File: config.mk
export PLATFORM = sky130hd
export DESIGN_NAME = uart_rcv_block
export DESIGN_NICKNAME = d
export VERILOG_FILES = /design/src/rtl/uart_rcv_block.sv
export SDC_FILE = /design/constraint.sdc
export NUM_CORES = 1
export LEC_CHECK = 0
export CAP_MARGIN = 20
export CORE_MARGIN = 2
export CORE_UTILIZATION = 50
export DETAILED_ROUTE_END_ITERATION = 16
export PLACE_DENSITY = 0.76
export SETUP_SLACK_MARGIN = 0.05
export SYNTH_ARGS = -nofsm -noshare
export SYNTH_HDL_FRONTEND = slang
export SYNTH_SLANG_ARGS = --single-unit
export TNS_END_PERCENT = 5
File: constraint.sdc
create_clock -name clk -period 1.9 [get_ports clk]
set_clock_uncertainty 0.15 [all_clocks]
set_input_delay 0.57 -clock clk [delete_from_list [all_inputs] [get_ports clk]]
set_output_delay 0.57 -clock clk [all_outputs]
set_load 0.01 [all_outputs]
File: src/rtl/uart_rcv_block.sv
// uart_rcv_block: oversampling serial receiver (1 start, NUM_DATA_BITS LSB-first, 1 stop).
// Ports:
//   clk, n_rst     - system clock, asynchronous active-low reset
//   serial_in      - asynchronous serial line, idle high
//   data_read      - consumer pulse: rx_data has been taken
//   rx_data        - last good received word (registered)
//   data_ready     - rx_data holds an unread word (registered)
//   overrun_error  - a word was overwritten before being read (registered)
//   framing_error  - last frame had a stop bit of 0 (registered)
module uart_rcv_block #(
  parameter int unsigned NUM_DATA_BITS = 8,
  parameter int unsigned CLKS_PER_BIT  = 10
) (
  input  logic                     clk,
  input  logic                     n_rst,
  input  logic                     serial_in,
  input  logic                     data_read,
  output logic [NUM_DATA_BITS-1:0] rx_data,
  output logic                     data_ready,
  output logic                     overrun_error,
  output logic                     framing_error
);

  localparam int unsigned TW = $clog2(CLKS_PER_BIT);
  localparam int unsigned BW = $clog2(NUM_DATA_BITS);
  localparam logic [TW-1:0] HALF_LAST = TW'(CLKS_PER_BIT / 2 - 1);
  localparam logic [TW-1:0] FULL_LAST = TW'(CLKS_PER_BIT - 1);
  localparam logic [BW-1:0] LAST_BIT  = BW'(NUM_DATA_BITS - 1);

  typedef enum logic [2:0] {
    IDLE,
    START_CHK,
    DATA,
    STOP,
    LOAD
  } state_t;

  state_t state, state_nxt;

  logic                     sync1, sync2, sync_d;
  logic [TW-1:0]            timer;
  logic [BW-1:0]            bit_cnt;
  logic [NUM_DATA_BITS-1:0] shift_reg;
  logic                     stop_bit;
  logic                     start_c, sample_c, load_c;

  // Two-flop synchronizer plus a delayed copy for falling-edge detection
  always_ff @(posedge clk or negedge n_rst) begin
    if (!n_rst) begin
      sync1  <= 1'b1;
      sync2  <= 1'b1;
      sync_d <= 1'b1;
    end else begin
      sync1  <= serial_in;
      sync2  <= sync1;
      sync_d <= sync2;
    end
  end

  // State register
  always_ff @(posedge clk or negedge n_rst) begin
    if (!n_rst) state <= IDLE;
    else        state <= state_nxt;
  end

  // Next-state and control strobes
  always_comb begin
    state_nxt = state;
    start_c   = 1'b0;
    sample_c  = 1'b0;
    load_c    = 1'b0;
    case (state)
      IDLE: begin
        if (sync_d && !sync2) begin
          start_c   = 1'b1;
          state_nxt = START_CHK;
        end
      end
      START_CHK: begin
        // Mid start bit: a high line here means the edge was a glitch
        if (timer == HALF_LAST) begin
          sample_c  = 1'b1;
          state_nxt = sync2 ? IDLE : DATA;
        end
      end
      DATA: begin
        if (timer == FULL_LAST) begin
          sample_c = 1'b1;
          if (bit_cnt == LAST_BIT) state_nxt = STOP;
        end
      end
      STOP: begin
        if (timer == FULL_LAST) begin
          sample_c  = 1'b1;
          state_nxt = LOAD;
        end
      end
      LOAD: begin
        load_c    = 1'b1;
        state_nxt = IDLE;
      end
      default: state_nxt = IDLE;
    endcase
  end

  // Bit timing, bit counter and serial-to-parallel capture
  always_ff @(posedge clk or negedge n_rst) begin
    if (!n_rst) begin
      timer     <= '0;
      bit_cnt   <= '0;
      shift_reg <= '0;
      stop_bit  <= 1'b0;
    end else begin
      if (state == IDLE || sample_c) timer <= '0;
      else                           timer <= timer + TW'(1);

      if (state == START_CHK)            bit_cnt <= '0;
      else if (state == DATA && sample_c) bit_cnt <= bit_cnt + BW'(1);

      // Entering from the MSB end leaves bit 0 in position 0 after the last shift
      if (state == DATA && sample_c)
        shift_reg <= {sync2, shift_reg[NUM_DATA_BITS-1:1]};

      if (state == STOP && sample_c) stop_bit <= sync2;
    end
  end

  // Holding register and status flags; a good load takes priority over data_read
  always_ff @(posedge clk or negedge n_rst) begin
    if (!n_rst) begin
      rx_data       <= '1;
      data_ready    <= 1'b0;
      overrun_error <= 1'b0;
      framing_error <= 1'b0;
    end else begin
      if (start_c) framing_error <= 1'b0;

      if (load_c && stop_bit) begin
        rx_data    <= shift_reg;
        data_ready <= 1'b1;
        if (data_ready && !data_read) overrun_error <= 1'b1;
      end else begin
        if (load_c) framing_error <= 1'b1;
        if (data_read) begin
          data_ready    <= 1'b0;
          overrun_error <= 1'b0;
        end
      end
    end
  end

endmodule
# Word level (Yosys, flattened, before mapping)
# Index checks and enable logic that the tools add are counted.
# totals
regBits,33
in_bits,4
out_inout_bits,11
word_cells,64
# op_classes
addsub,2
eq_ne,13
n_mux,23
reduce_logical,14
# ops
op,n
$mux W3,7
$mux W1,12
$pmux W3 S4,1
$ne A2 B2 Y1 const B,5
$eq A3 B2 Y1 const B,2
$eq A3 B3 Y1 const B,2
$logic_and A1 B1 Y1,5
$reduce_and A5 Y1,1
$add A4 B1 Y4 const B,1
$eq A4 B3 Y1 const B,1
$eq A4 B4 Y1 const B,1
$mux W4,1
$reduce_bool A2 Y1,2
$add A3 B1 Y3 const B,1
$eq A3 B1 Y1 const B,1
$logic_not A3 Y1,1
$logic_not A1 Y1,2
$mux W2,1
$ne A2 B1 Y1 const B,1
$pmux W1 S2,1
$reduce_and A2 Y1,1
$reduce_or A2 Y1,1
$logic_or A1 B1 Y1,1

# Logic depth before layout (Yosys ltp)
# Gate-level depths: netlist of run 1.
# depth
ltp_word,7
ltp_mapped,6
mapped_depth_nobuf,5

# Worst setup path before layout of run 1
# OpenSTA, ideal clock, no wires.
# synth_timing
path_type,reg2reg
from,register timer[1]
to,register shift_reg[0]
setup_ns,0.125
arrival_time_ns,1.472
t_required_ns,1.625
path_slack_ns,0.153
stages_incl_launch_ff,6
n_path_buf,0
synth_period_minus_slack_ns,1.747
path_cell_list,dfrtp_1 > inv_1 > ha_1 > nand3b_1 > nor3b_4 > mux2_2
# synth_via
elab_chain_cells,4
elab_cells_between_ends,6
cone_classes,2 x eq/ne; 3 x mux; 1 x reduce/logical
# synth_rtl
item,line_no,source
from (decl),41,logic [TW-1:0] timer;
from (signal assigned),115,else timer <= timer + TW'(1);
$eq A4 B4 Y1 or $eq A4 B3 Y1 (tied branches),"87, 93, 81",
"$mux W1, on equally long branches","87, 93, 81",
$pmux W1 S2 (*),72,case (state)
$logic_and A1 B1 Y1 (*),121,if (state == DATA && sample_c)
to (signal assigned),122,"shift_reg <= {sync2, shift_reg[NUM_DATA_BITS-1:1]};"
to (decl),43,logic [NUM_DATA_BITS-1:0] shift_reg;
# Mark *: on every way between the ends. The rest lies on a longest branch, timed or not.
# A chain may end at the register's enable or synchronous reset.

# Final worst setup path of run 1
# layout_timing
from,register rx_data[3]
to,output rx_data[3]
# layout_lines
item,line_no,source
from (decl),18,"output logic [NUM_DATA_BITS-1:0] rx_data,"
from (signal assigned),139,rx_data <= shift_reg;
# No word-level cell between the ends.

==> run_results.csv, run 1 <==
group,metric,value,unit
routing,wl_per_cell,15.5,µm
layout,fin_nets,148,
floorplanning,die_w,58.4,µm
cts,clk_pin_slew_worst_paths,0.09,ns
grt,antenna_found_initial,0,
job,maxCapViolations,0,
timing,finalCritPeriodShare,94.9,%
routing,routed_via_density,5.68,
setup_path,path_cells,"clkdlybuf4s15_1",
cts,clockBufferDepth,2,
setup_path,worstSetupPathType,"reg -> out",
timing,rsz0062_at_grt,"true",
synthesis,synth_top_area_share,37.2,%
synthesis,synth_edf_count,0,
synthesis,ys_seq_area_share,56.7,%
synthesis,yosysMostFrequentCell,"dfrtp_1",
cts,clkSinkCount,33,
layout,diodes,0,
cts,cts_inserted_buffers,5,
floorplanning,core_area,2780,µm²
synthesis,synth_common_cells,"dfrtp_1, mux2_2, dfstp_2, inv_1, o21ai_0",
status,status,"complete, no violations",
grt,grt_pass1_vias,973,
placement,portBuffers,14,
setup_path,arrival,1.08,ns
power,p_leak,0.833,nW
setup_path,max_stage_delay,0.54,ns
setup_path,critPathSlowestCell,"dfstp_2",
synthesis,yosys.area.top_type,"dfrtp_1",
grt,grt_max_degree,34,
cts,cts_tree,"done",
synthesis,synth.cell_area,1480,µm²
routing,dr.pass1.iters,4,
grt,grt-ovfl-total,0,
synthesis,synth_ff_type,"dfrtp_1",
layout,syn_to_final_growth,19.3,%
hold_path,hold_class,"reg -> reg",
floorplanning,rows,19,
timing,finalCriticalPeriod,1.80,ns
layout,drive_gt1_share,40.0,%
synthesis,ys_seq_elements,33,
power,powerDensity,1040,nW/µm²
layout,utilization,63.5,%
placement,place.detailed.hpwl,1790,µm
routing,routed_wl,2660,µm
floorplanning,dieHeight,58.4,µm
floorplanning,io_pins,15,
setup_path,critPathRequiredTime,1.18,ns
routing,dr_total_vias,972,
setup_path,critPathMaxFanout,2,
cts,ctsHoldBuffers,0,
routing,drcViolationCount,0,
synthesis,synth_area_per_cell,12.7,µm²
placement,finalWeightedCongestion,0.730,
setup_path,cp-end-kind,"output port",
timing,finalSetupViolCount,0,
timing,finalMaxSlewViolations,0,
synthesis,ys_types,34,
synthesis,async_reset_ff_share,100,%
routing,antenna_left,0,
setup_path,crit_family,"flip-flops",
timing,finalSetupTns,0,ns
cts,cts-root-buf,"clkbuf_4",
timing,tightestPinTransition,0.341,ns
power,vdd_drop_max,1.02,mV
synthesis,synthCells,117,
setup_path,start_kind,"flop",
cts,cts_max_level,2,
synthesis,synth.area.top_cells,"dfrtp_1, dfstp_2, mux2_2",
floorplanning,initial_core_util,53.3,%
synthesis,synth_fp_nets,126,
cts,insertion_delay,0.32,ns
setup_path,crit_buf_inv,1,
floorplanning,dieArea,3410,µm²
timing,fmax,0.555,GHz
grt,grt_pass1_wl,4620,µm
timing,slew_headroom,77.2,%
timing,finalHoldViolations,0,
routing,first_iter_violations,14,
synthesis,ys_warn_count,0,
grt,track_usage,18.3,%
==> layer usage <==
| layer | GRT usage, % | share of wire (%) | routed length [µm] | up-vias |
|---|---|---|---|---|
| met1 | 24.4 | 44 | 1170 | 482 |
| met2 | 28.6 | 50 | 1330 | 29 |
| met4 | 5.98 | 0.90 | 24 | 0 |
| li1 | - | - | - | 459 |
| met5 | 0 | 0 | 0 | - |
| met3 | 5.93 | 5.2 | 137 | 2 |
==> placed cells by master (no fill, tap or decap), drive strengths merged, types with 2 or more instances in the layout <==
master          n
nand3           3
clkdlybuf4s50   3
dfrtp          22
nand2           5
nand3b          2
inv             6
dfstp          11
a211oi          2
dlygate4sd2     3
nor2b           3
mux2           17
and3b           2
ha              5
buf             7
o221ai          2
xnor2           2
clkbuf         14
a21oi           2
o21ai           6
nor2            5
nor3b           3
==> path summary, 6_finish.rpt <==
| kind | startpoint | end | slack [ns] | cells after the start |
|---|---|---|---|---|
| max | rx_data[3] | rx_data[3] | 0.1 | 1 |
| min | sync1 | sync2 | 0.21 | 0 |
| max reg2reg | timer[1] | shift_reg[2] | 0.12 | 6 |
| min reg2reg | sync1 | sync2 | 0.21 | 0 |
| max in group asynchronous | n_rst | rx_data[7] | 0.90 | 2 |
| min in group asynchronous | n_rst | bit_cnt[2] | 0.45 | 2 |
==> where the power goes <==
group / switching [mW] / leakage [nW] / internal, mW
Clock: 0.224 / 0.0455 / 0.314
Combinational: 0.217 / 0.372 / 0.211
Sequential: 0.0982 / 0.415 / 0.769
Total: 0.539 / 0.833 / 1.29
==> final cells by class <==
cell class	instances	area, µm²
Clock buffer	7	55.1
Clock inverter	1	30.0
Fill cell	211	1010
Inverter	6	22.5
Multi-Input combinational cell	72	611
Sequential cell	33	840
Tap cell	31	38.8
Timing Repair Buffer	21	170
==> cells by family after synthesis <==
kind of cell	Yosys count	share of synthesized area [%]
AOI/OAI and AO/OA	21	10.1
muxes	17	12.9
adders and majority gates	5	4.22
and+or+nand+nor	27	11.5
xor gates and xnor gates	2	1.18
DFF	33	56.7
buffers and inverters	12	3.38
==> timing repair <==
action | in CTS | in global routing
resized for setup | 19 | 12
setup buffers | 0 | 1
endpoints found under the setup margin | 11 | 18
endpoints found under the hold margin | 0 | 0
==> through the flow <==
| step | worst slack, ns | instance area, µm² | hold WS (ns) | power (mW) | instances |
|---|---|---|---|---|---|
| global placement | 0.122 | 1690 | 0.198 | 1.24 | 162 |
| finish | 0.0974 | 1770 | 0.212 | 1.83 | 171 |
| global route | 0.0325 | 1770 | 0.221 | 1.95 | 171 |
| detailed placement | 0.0754 | 1690 | 0.200 | 1.26 | 162 |
| floorplan | 0.153 | 1480 | 0.124 | 1.14 | 117 |
| CTS | 0.0503 | 1770 | 0.214 | 1.81 | 170 |
Note: power is estimated with default switching activity, not from simulation.
==> run 2, diff against run 1 <==
CORE_ASPECT_RATIO = 0.5   (was not set)
==> run_results.csv, run 2 (synthesis results as in run 1) <==
group,metric,value,unit
grt,grt_max_degree,34,
cts,insertion_delay,0.28,ns
grt,grt_pass1_wl,4520,µm
hold_path,hold_class,"reg -> reg",
timing,slew_headroom,77.1,%
floorplanning,rows,13,
layout,nFillCells,193,
timing,finalSetupViolCount,0,
grt,antenna_found_initial,0,
setup_path,path_cells,"dlygate4sd2_1",
routing,dr.pass1.iters,4,
power,p_leak,0.891,nW
layout,drive_gt1_share,37.5,%
timing,tightestPinTransition,0.342,ns
floorplanning,dieArea,3440,µm²
floorplanning,initial_core_util,54.9,%
placement,place.detailed.hpwl,1780,µm
setup_path,worstSetupPathType,"reg -> out",
grt,grt_pass1_vias,967,
routing,antenna_left,0,
job,maxCapViolations,0,
setup_path,critPathRequiredTime,1.18,ns
floorplanning,core_area,2700,µm²
routing,drcViolationCount,0,
setup_path,arrival,1.08,ns
grt,track_usage,18.0,%
setup_path,critPathMaxFanout,2,
floorplanning,io_pins,15,
setup_path,crit_buf_inv,1,
setup_path,start_kind,"flop",
power,power,1.89,mW
layout,syn_to_final_growth,25.1,%
cts,cts-root-buf,"clkbuf_8",
layout,final_common_cell,"dfrtp_1",
layout,fin_nets,152,
layout,layout_common_cells,"dfrtp_1, mux2_2, dlygate4sd2_1, dfstp_2, buf_4",
cts,cts_inserted_buffers,5,
cts,ctsHoldBuffers,0,
timing,finalHoldViolations,0,
grt,grt-ovfl-total,0,
routing,routed_via_density,5.47,
cts,cts_max_level,2,
timing,finalCritPeriodShare,94.9,%
setup_path,crit_family,"flip-flops",
timing,finalCriticalPeriod,1.80,ns
setup_path,max_stage_delay,0.53,ns
cts,clkSinkCount,33,
routing,first_iter_violations,61,
timing,finalMaxSlewViolations,0,
power,vdd_drop_max,0.650,mV
setup_path,critPathSlowestCell,"dfstp_2",
cts,cts_tree,"done",
timing,fin_ws,0.0960,ns
setup_path,cp-end-kind,"output port",
routing,dr_total_vias,990,
timing,fmax,0.554,GHz
routing,routed_wl,2660,µm
placement,finalWeightedCongestion,0.824,
cts,clk_pin_slew_worst_paths,0.07,ns
timing,rsz0062_at_grt,"false",
floorplanning,dieHeight,42.5,µm
routing,wl_per_cell,14.7,µm
timing,finalSetupTns,0,ns
cts,clockBufferDepth,2,
placement,portBuffers,14,
status,status,"complete, no violations",
layout,diodes,0,
floorplanning,die_w,81.0,µm
placement,pre_cts_ws,0.0802,ns
power,powerDensity,1020,nW/µm²
==> run 2: cell types whose count changed in the layout (fill, tap and decap cells not counted), moves of 4 or more <==
cell,previous run,this run
clkbuf_2,7,0
clkbuf_8,1,6
dlygate4sd2_1,3,11
buf_4,5,9
clkbuf_4,5,0
==> run 2: metal layers <==
layer	GRT usage [%]	vias up	share of wire [%]
li1	-	469	-
met1	23.2	501	47
met2	26.6	16	48
met3	7.54	4	3.6
met4	8.14	0	1.7
met5	0	-	0
==> run 2: path summary, 6_finish.rpt <==
kind / slack, ns / cells after the start / from / end
setup / recovery: 0.1 / 1 / rx_data[0] / rx_data[0]
hold / removal: 0.21 / 0 / sync1 / sync2
setup reg to reg: 0.12 / 6 / timer[1] / shift_reg[7]
hold reg to reg: 0.21 / 0 / sync1 / sync2
max in group asynchronous: 0.85 / 2 / n_rst / rx_data[3]
min in group asynchronous: 0.51 / 2 / n_rst / framing_error
==> run 2: through the flow <==
step / instances / util, % / hold WS, ns / cell area, µm²
floorplan: 117 / - / 0.124 / 1480
global placement: 171 / 64.2 / 0.196 / 1730
detailed placement: 171 / 64.2 / 0.198 / 1730
CTS: 179 / 67.2 / 0.208 / 1820
global route: 181 / 68.6 / 0.209 / 1850
finish: 181 / 68.6 / 0.208 / 1850
==> run 2: timing repair <==
action	CTS	global route
endpoints found under the setup margin	11	11
pin swaps	0	1
gates resized for setup	11	5
buffers inserted	0	2
==> run 2: power by group <==
part	internal [mW]	total, mW	switching, mW
clock network	0.293	0.545	0.252
registers	0.770	0.857	0.0862
logic	0.241	0.484	0.243
total	1.31	1.89	0.581
==> run 2: area by class of cell <==
| cell class | count | area [µm²] | share of cell area, % |
|---|---|---|---|
| well taps | 37 | 46.3 | 2.50 |
| inverters | 6 | 22.5 | 1.22 |
| flip-flops and latches | 33 | 840 | 45.3 |
| multi-input cells | 72 | 614 | 33.2 |
| clock inverters | 2 | 13.8 | 0.743 |
| clock buffers | 6 | 82.6 | 4.46 |
| repair buffers | 25 | 234 | 12.6 |
